### src/rtl/esp_spi_pkg.sv
// Shared definitions for the ESP32 SPI link: command opcodes, link state and synchroniser depth.
// Imported by the pin front end and the register block.
package esp_spi_pkg;

    localparam int SYNC_STAGES_DEFAULT = 2;

    typedef enum logic [7:0] {
        CMD_OP_01 = 8'h01,
        CMD_OP_10 = 8'h10,
        CMD_OP_11 = 8'h11,
        CMD_OP_20 = 8'h20,
        CMD_OP_21 = 8'h21,
        CMD_OP_22 = 8'h22,
        CMD_OP_23 = 8'h23,
        CMD_OP_24 = 8'h24,
        CMD_OP_25 = 8'h25,
        CMD_OP_30 = 8'h30
    } spi_cmd_e;

    typedef enum logic {
        ST_DESEL = 1'b0,
        ST_SEL   = 1'b1
    } link_state_e;

endpackage

### src/rtl/esp_spi_link_sync_bit.sv
// N-stage flip-flop synchroniser for one asynchronous pin.
// The output is delayed by STAGES clk cycles. RST_VAL is the pin's idle level.
module sync_bit #(
    parameter int   STAGES  = 2,
    parameter logic RST_VAL = 1'b0
) (
    input  logic clk,
    input  logic reset,
    input  logic d,
    output logic q
);

    logic [STAGES-1:0] ff;

    always_ff @(posedge clk) begin
        if (reset) begin
            ff <= {STAGES{RST_VAL}};
        end else begin
            ff <= {ff[STAGES-2:0], d};
        end
    end

    assign q = ff[STAGES-1];

endmodule

### src/rtl/esp_spi_link.sv
// SPI mode-0 slave front end: synchronises the ESP32 pins, frames messages, and shifts bytes in and out.
// Pin edges are seen SYNC_STAGES+1 cycles late. There is no backpressure: txdata is taken whenever a load occurs.
module esp_spi_link
    import esp_spi_pkg::*;
#(
    parameter int SYNC_STAGES = SYNC_STAGES_DEFAULT
) (
    input  logic       clk,
    input  logic       reset,
    input  logic       esp_ssel_n,
    input  logic       esp_sclk,
    input  logic       esp_mosi,
    output logic       esp_miso,
    output logic       msg_start,
    output logic       msg_end,
    output logic [7:0] rxdata,
    output logic       rxdata_valid,
    input  logic [7:0] txdata,
    output logic       txdata_ack
);

    logic        ssel_sync, sclk_sync, mosi_sync;
    logic        ssel_prev, sclk_prev;
    logic        ssel_fall, ssel_rise, sclk_rise, sclk_fall;
    logic [6:0]  rx_shift;
    logic [7:0]  tx_shift;
    logic [2:0]  bit_cnt;
    logic        rx_done;
    link_state_e state;

    sync_bit #(.STAGES(SYNC_STAGES), .RST_VAL(1'b1)) u_sync_ssel (
        .clk(clk), .reset(reset), .d(esp_ssel_n), .q(ssel_sync)
    );
    sync_bit #(.STAGES(SYNC_STAGES), .RST_VAL(1'b0)) u_sync_sclk (
        .clk(clk), .reset(reset), .d(esp_sclk), .q(sclk_sync)
    );
    sync_bit #(.STAGES(SYNC_STAGES), .RST_VAL(1'b0)) u_sync_mosi (
        .clk(clk), .reset(reset), .d(esp_mosi), .q(mosi_sync)
    );

    assign ssel_fall = ssel_prev & ~ssel_sync;
    assign ssel_rise = ~ssel_prev & ssel_sync;
    assign sclk_rise = ~sclk_prev & sclk_sync;
    assign sclk_fall = sclk_prev & ~sclk_sync;

    always_ff @(posedge clk) begin
        if (reset) begin
            state        <= ST_DESEL;
            ssel_prev    <= 1'b1;
            sclk_prev    <= 1'b0;
            rx_shift     <= '0;
            tx_shift     <= '0;
            bit_cnt      <= '0;
            rx_done      <= 1'b0;
            rxdata       <= '0;
            rxdata_valid <= 1'b0;
            msg_start    <= 1'b0;
            msg_end      <= 1'b0;
            txdata_ack   <= 1'b0;
            esp_miso     <= 1'b0;
        end else begin
            ssel_prev    <= ssel_sync;
            sclk_prev    <= sclk_sync;
            msg_start    <= 1'b0;
            msg_end      <= 1'b0;
            txdata_ack   <= 1'b0;
            rx_done      <= 1'b0;
            rxdata_valid <= rx_done;
            esp_miso     <= (state == ST_SEL) ? tx_shift[7] : 1'b0;

            if (state == ST_DESEL) begin
                if (ssel_fall) begin
                    state      <= ST_SEL;
                    msg_start  <= 1'b1;
                    bit_cnt    <= '0;
                    tx_shift   <= txdata;
                    txdata_ack <= 1'b1;
                end
            end else begin
                // Deselect takes priority; any sclk edge detected alongside it is dropped.
                if (ssel_rise) begin
                    state   <= ST_DESEL;
                    msg_end <= 1'b1;
                    bit_cnt <= '0;
                end else if (sclk_rise) begin
                    rx_shift <= {rx_shift[5:0], mosi_sync};
                    bit_cnt  <= bit_cnt + 3'd1;
                    if (bit_cnt == 3'd7) begin
                        rxdata  <= {rx_shift, mosi_sync};
                        rx_done <= 1'b1;
                    end
                end else if (sclk_fall) begin
                    if (bit_cnt == 3'd0) begin
                        tx_shift   <= txdata;
                        txdata_ack <= 1'b1;
                    end else begin
                        tx_shift <= {tx_shift[6:0], 1'b0};
                    end
                end
            end
        end
    end

endmodule

### config.mk
export PLATFORM = sky130hd
export DESIGN_NAME = esp_spi_link
export DESIGN_NICKNAME = d
export VERILOG_FILES = /design/src/rtl/esp_spi_pkg.sv /design/src/rtl/esp_spi_link_sync_bit.sv /design/src/rtl/esp_spi_link.sv
export SDC_FILE = /design/constraint.sdc
export NUM_CORES = 1
export LEC_CHECK = 0
export ABC_AREA = 1
export CORE_UTILIZATION = 45
export CTS_BUF_LIST = sky130_fd_sc_hd__clkbuf_16
export DETAILED_ROUTE_END_ITERATION = 6
export GPL_ROUTABILITY_DRIVEN = 0
export PLACE_DENSITY_LB_ADDON = 0.1
export SKIP_LAST_GASP = 1
export SLEW_MARGIN = 20
export SYNTH_ARGS = -nofsm -noshare
export SYNTH_HDL_FRONTEND = slang
export SYNTH_SLANG_ARGS = --single-unit
### constraint.sdc
create_clock -name clk -period 1.15 [get_ports clk]
set_input_delay 0.345 -clock clk [delete_from_list [all_inputs] [get_ports clk]]
set_output_delay 0.345 -clock clk [all_outputs]
set_load 0.02 [all_outputs]
==> results.toml, run 1 <==
[worst_hold_path]
hold_depth = 2
holdPathEnd = "u_sync_mosi.ff[1]$_SDFF_PP0_"
hp-start = "u_sync_mosi.ff[0]$_SDFF_PP0_"
min_path_type = "reg -> reg"

[timing]
worst_slew_pin_slew_ns = 0.261
hold_viol = 0
slew_viol_final = 0
finalCritPeriodShare = 1.04
setup_viol = 8
setup_ws_ns = -0.0460
slew_headroom = 0.826
fmax_ghz = 0.836
fin_skew_ns = 0.00450
final.min_clock_period_ns = 1.20
rsz0062_at_grt = "yes"

[routing]
dr.pass1.iters = 4
drt-total-wl_mm = 3.44
wl_per_cell_microns = 10.9
drcViolationCount = 0
routed_via_density = 4.62
vias = 1454
ant_nets = 0
drt_iter0_markers = 89

[clock_network]
clk_pin_slew_worst_paths_ns = 0.06
cts-root-buf = "clkbuf_16"
htreeDepth = 2
cts_hold_buf = 0
clock-sinks = 41
cts_buffer_depth = 2
cts_buffers = 5
clk-insertion-delay-late_ns = 0.28
tritoncts = "built"

[worst_setup_path]
startpoint_type = "flop"
r2r_cells = 6
reg2reg_slack_ns = -0.05
crit_fanout = 8
critPathRequiredTime_ns = 1.38
worstPathArrival_ns = 1.42
rr_endpoint = "rxdata[6]$_SDFFE_PP0P_"
path_class = "reg -> reg"
end_kind = "flop"
worstReg2RegStart = "bit_cnt[0]$_SDFFE_PP0P_"

[synth]
ys_ff_latch = 41
ys_seq_area_frac = 0.491
synth_area_sq_um = 1670
ys_types = 19
synth_warnings = 0
synthCells = 223
post_synth.cell_area_avg_sq_um = 7.49
syn_nets = 239

[floorplanning]
io-pin-count = 26
die_w_microns = 62.9
start_util = 0.485
rows = 21
die_y_microns = 62.9
dieArea_sq_um = 3960
core_sq_um = 3440

[outcome]
run_status = "complete, but fails checks"
violations = "negative setup slack"

[placement]
hpwl_mm = 2.19
portBuffers = 25
dp_slack_ns = -0.234

[global_route]
grt_pass1_vias = 1343
grt_pass1_wl_mm = 5.90
antenna_found_initial = 0
overflow = 0
grt_usage = 0.188
grt_max_degree = 23

[final_layout]
final_layout_size_suffix_gt1_frac = 0.283
area_growth_pct = 38.1
num_antenna_cells = 0
nets = 284

[pwr]
p_per_area_nw_per_um2 = 1500
power_mw = 3.47
power.leakage_nw = 1.10
vdd_drop_max_v = 0.000976

[flow_run]
maxCapViolations = 0
[power breakdown]
part           switching, mW  internal (mW)  leakage (nW)
registers             0.0353           1.48         0.335
logic                  0.212          0.178         0.683
clock network          0.546           1.02        0.0852
total                  0.793           2.67          1.10
[logic make-up (layout without fill, tap and decap cells)]
group,after synthesis,in the layout,share of synthesized area
compound gates,13,13,0.0389
flops,41,41,0.491
simple gates,137,138,0.370
fa+ha+maj,3,3,0.0225
buf+inv,29,74,0.0772
[flip-flops by register name, indices dropped and copies added, names as in the netlist, 2 cells and up]
| register | count |
|---|---|
| rxdata | 8 |
| tx_shift | 8 |
| rx_shift | 7 |
| bit_cnt | 3 |
| u_sync_mosi.ff | 2 |
| u_sync_sclk.ff | 2 |
| u_sync_ssel.ff | 2 |
[through the flow]
| step | setup TNS (ns) | hold WS [ns] | std cells | util | instance area, sq um |
|---|---|---|---|---|---|
| after detailed placement | -8.19 | 0.397 | 305 | 0.604 | 2080 |
| after global routing | -1.76 | 0.419 | 315 | 0.670 | 2310 |
| after CTS | -0.477 | 0.408 | 313 | 0.644 | 2220 |
| after global placement | -8.05 | 0.390 | 305 | 0.604 | 2080 |
| after floorplan | 0 | 0.388 | 223 | - | 1670 |
| final | -0.315 | 0.405 | 315 | 0.670 | 2310 |
[synth_stat cells]
cell type | n | share of area
nor2_1 | 42 | 0.094
nand3_1 | 23 | 0.069
or2_2 | 2 | 0.0075
ha_1 | 3 | 0.022
nand2_1 | 58 | 0.13
a21oi_1 | 7 | 0.021
clkbuf_1 | 2 | 0.0045
nand4_4 | 1 | 0.013
nor2_2 | 2 | 0.0075
buf_4 | 1 | 0.0045
o21ai_0 | 6 | 0.018
nand2_2 | 4 | 0.015
buf_6 | 2 | 0.013
dfxtp_1 | 41 | 0.49
inv_1 | 20 | 0.045
inv_2 | 3 | 0.0067
nand2_4 | 4 | 0.027
buf_2 | 1 | 0.0030
nor2_4 | 1 | 0.0067
[critical path, cell delays in order, from the launching register on]
cell     delay, ns
dfxtp_4       0.37
ha_4          0.14
ha_4          0.13
nand4_4       0.13
nor2_4        0.24
nand2_1       0.08
nand2_1       0.05
[layout by cell type (no fill, tap or decap), types with 2 or more instances in the layout]
| master | synthesis | final |
|---|---|---|
| clkdlybuf4s50_1 | 0 | 12 |
| nand3_1 | 23 | 19 |
| nand2_2 | 4 | 9 |
| nor2_1 | 42 | 40 |
| nand2_1 | 58 | 52 |
| a21oi_1 | 7 | 7 |
| clkbuf_16 | 0 | 5 |
| dfxtp_4 | 0 | 2 |
| o21ai_0 | 6 | 6 |
| buf_4 | 1 | 18 |
| dfxtp_1 | 41 | 38 |
| ha_4 | 0 | 3 |
| nand2_4 | 4 | 5 |
| nor2_2 | 2 | 4 |
| nand3_2 | 0 | 4 |
| inv_2 | 3 | 5 |
| or2_2 | 2 | 2 |
| buf_2 | 1 | 11 |
| inv_1 | 20 | 19 |
[final cells by class]
type / count / area, sq um
multi-input combinational: 154 / 823
sequential: 41 / 830
timing repair buffer: 43 / 342
clock buffer: 5 / 125
tap: 46 / 57.6
inverter: 23 / 86.3
clock inverter: 3 / 42.5
fill: 307 / 1140
[metal layers]
| layer | global-route usage | up-vias | wire [microns] |
|---|---|---|---|
| li1 | - | 778 | - |
| met1 | 0.239 | 650 | 1640 |
| met2 | 0.300 | 22 | 1650 |
| met3 | 0.0639 | 4 | 128 |
| met4 | 0.0523 | 0 | 27 |
| met5 | 0 | - | 0 |
[repair_timing]
item                       in CTS  in global routing
resized for setup              62                 20
setup buffers                   0                  1
cloned                          0                  1
setup endpoints to repair      31                 30
pin swaps                       4                 11
[worst max path at each step]
| stage | cells after the start | end | slack, ns | from |
|---|---|---|---|---|
| 6_report | 6 | rxdata[6]$_SDFFE_PP0P_ | -0.05 | bit_cnt[0]$_SDFFE_PP0P_ |
| 5_1_grt | 6 | rxdata[5]$_SDFFE_PP0P_ | -0.12 | bit_cnt[0]$_SDFFE_PP0P_ |
| 4_1_cts | 6 | rxdata[6]$_SDFFE_PP0P_ | -0.07 | bit_cnt[0]$_SDFFE_PP0P_ |
| 3_5_place_dp | 5 | rxdata[4]$_SDFFE_PP0P_ | -0.23 | reset |
| 3_3_place_gp | 3 | u_sync_ssel.ff[0]$_SDFF_PP1_ | -0.22 | reset |
| 2_1_floorplan | 6 | rxdata[0]$_SDFFE_PP0P_ | 0.003 | bit_cnt[0]$_SDFFE_PP0P_ |
No activity file was read; power rests on OpenSTA's default activity.
==> run 2, diff against run 1 <==
--- a/config.mk
+++ b/config.mk
@@ -12,7 +12,7 @@
 export GPL_ROUTABILITY_DRIVEN = 0
 export PLACE_DENSITY_LB_ADDON = 0.1
 export SKIP_LAST_GASP = 1
-export SLEW_MARGIN = 20
+export SLEW_MARGIN = 10
 export SYNTH_ARGS = -nofsm -noshare
 export SYNTH_HDL_FRONTEND = slang
 export SYNTH_SLANG_ARGS = --single-unit
==> results of run 2 <==
No change in the layout: final DEF, timing and power equal those of run 1.
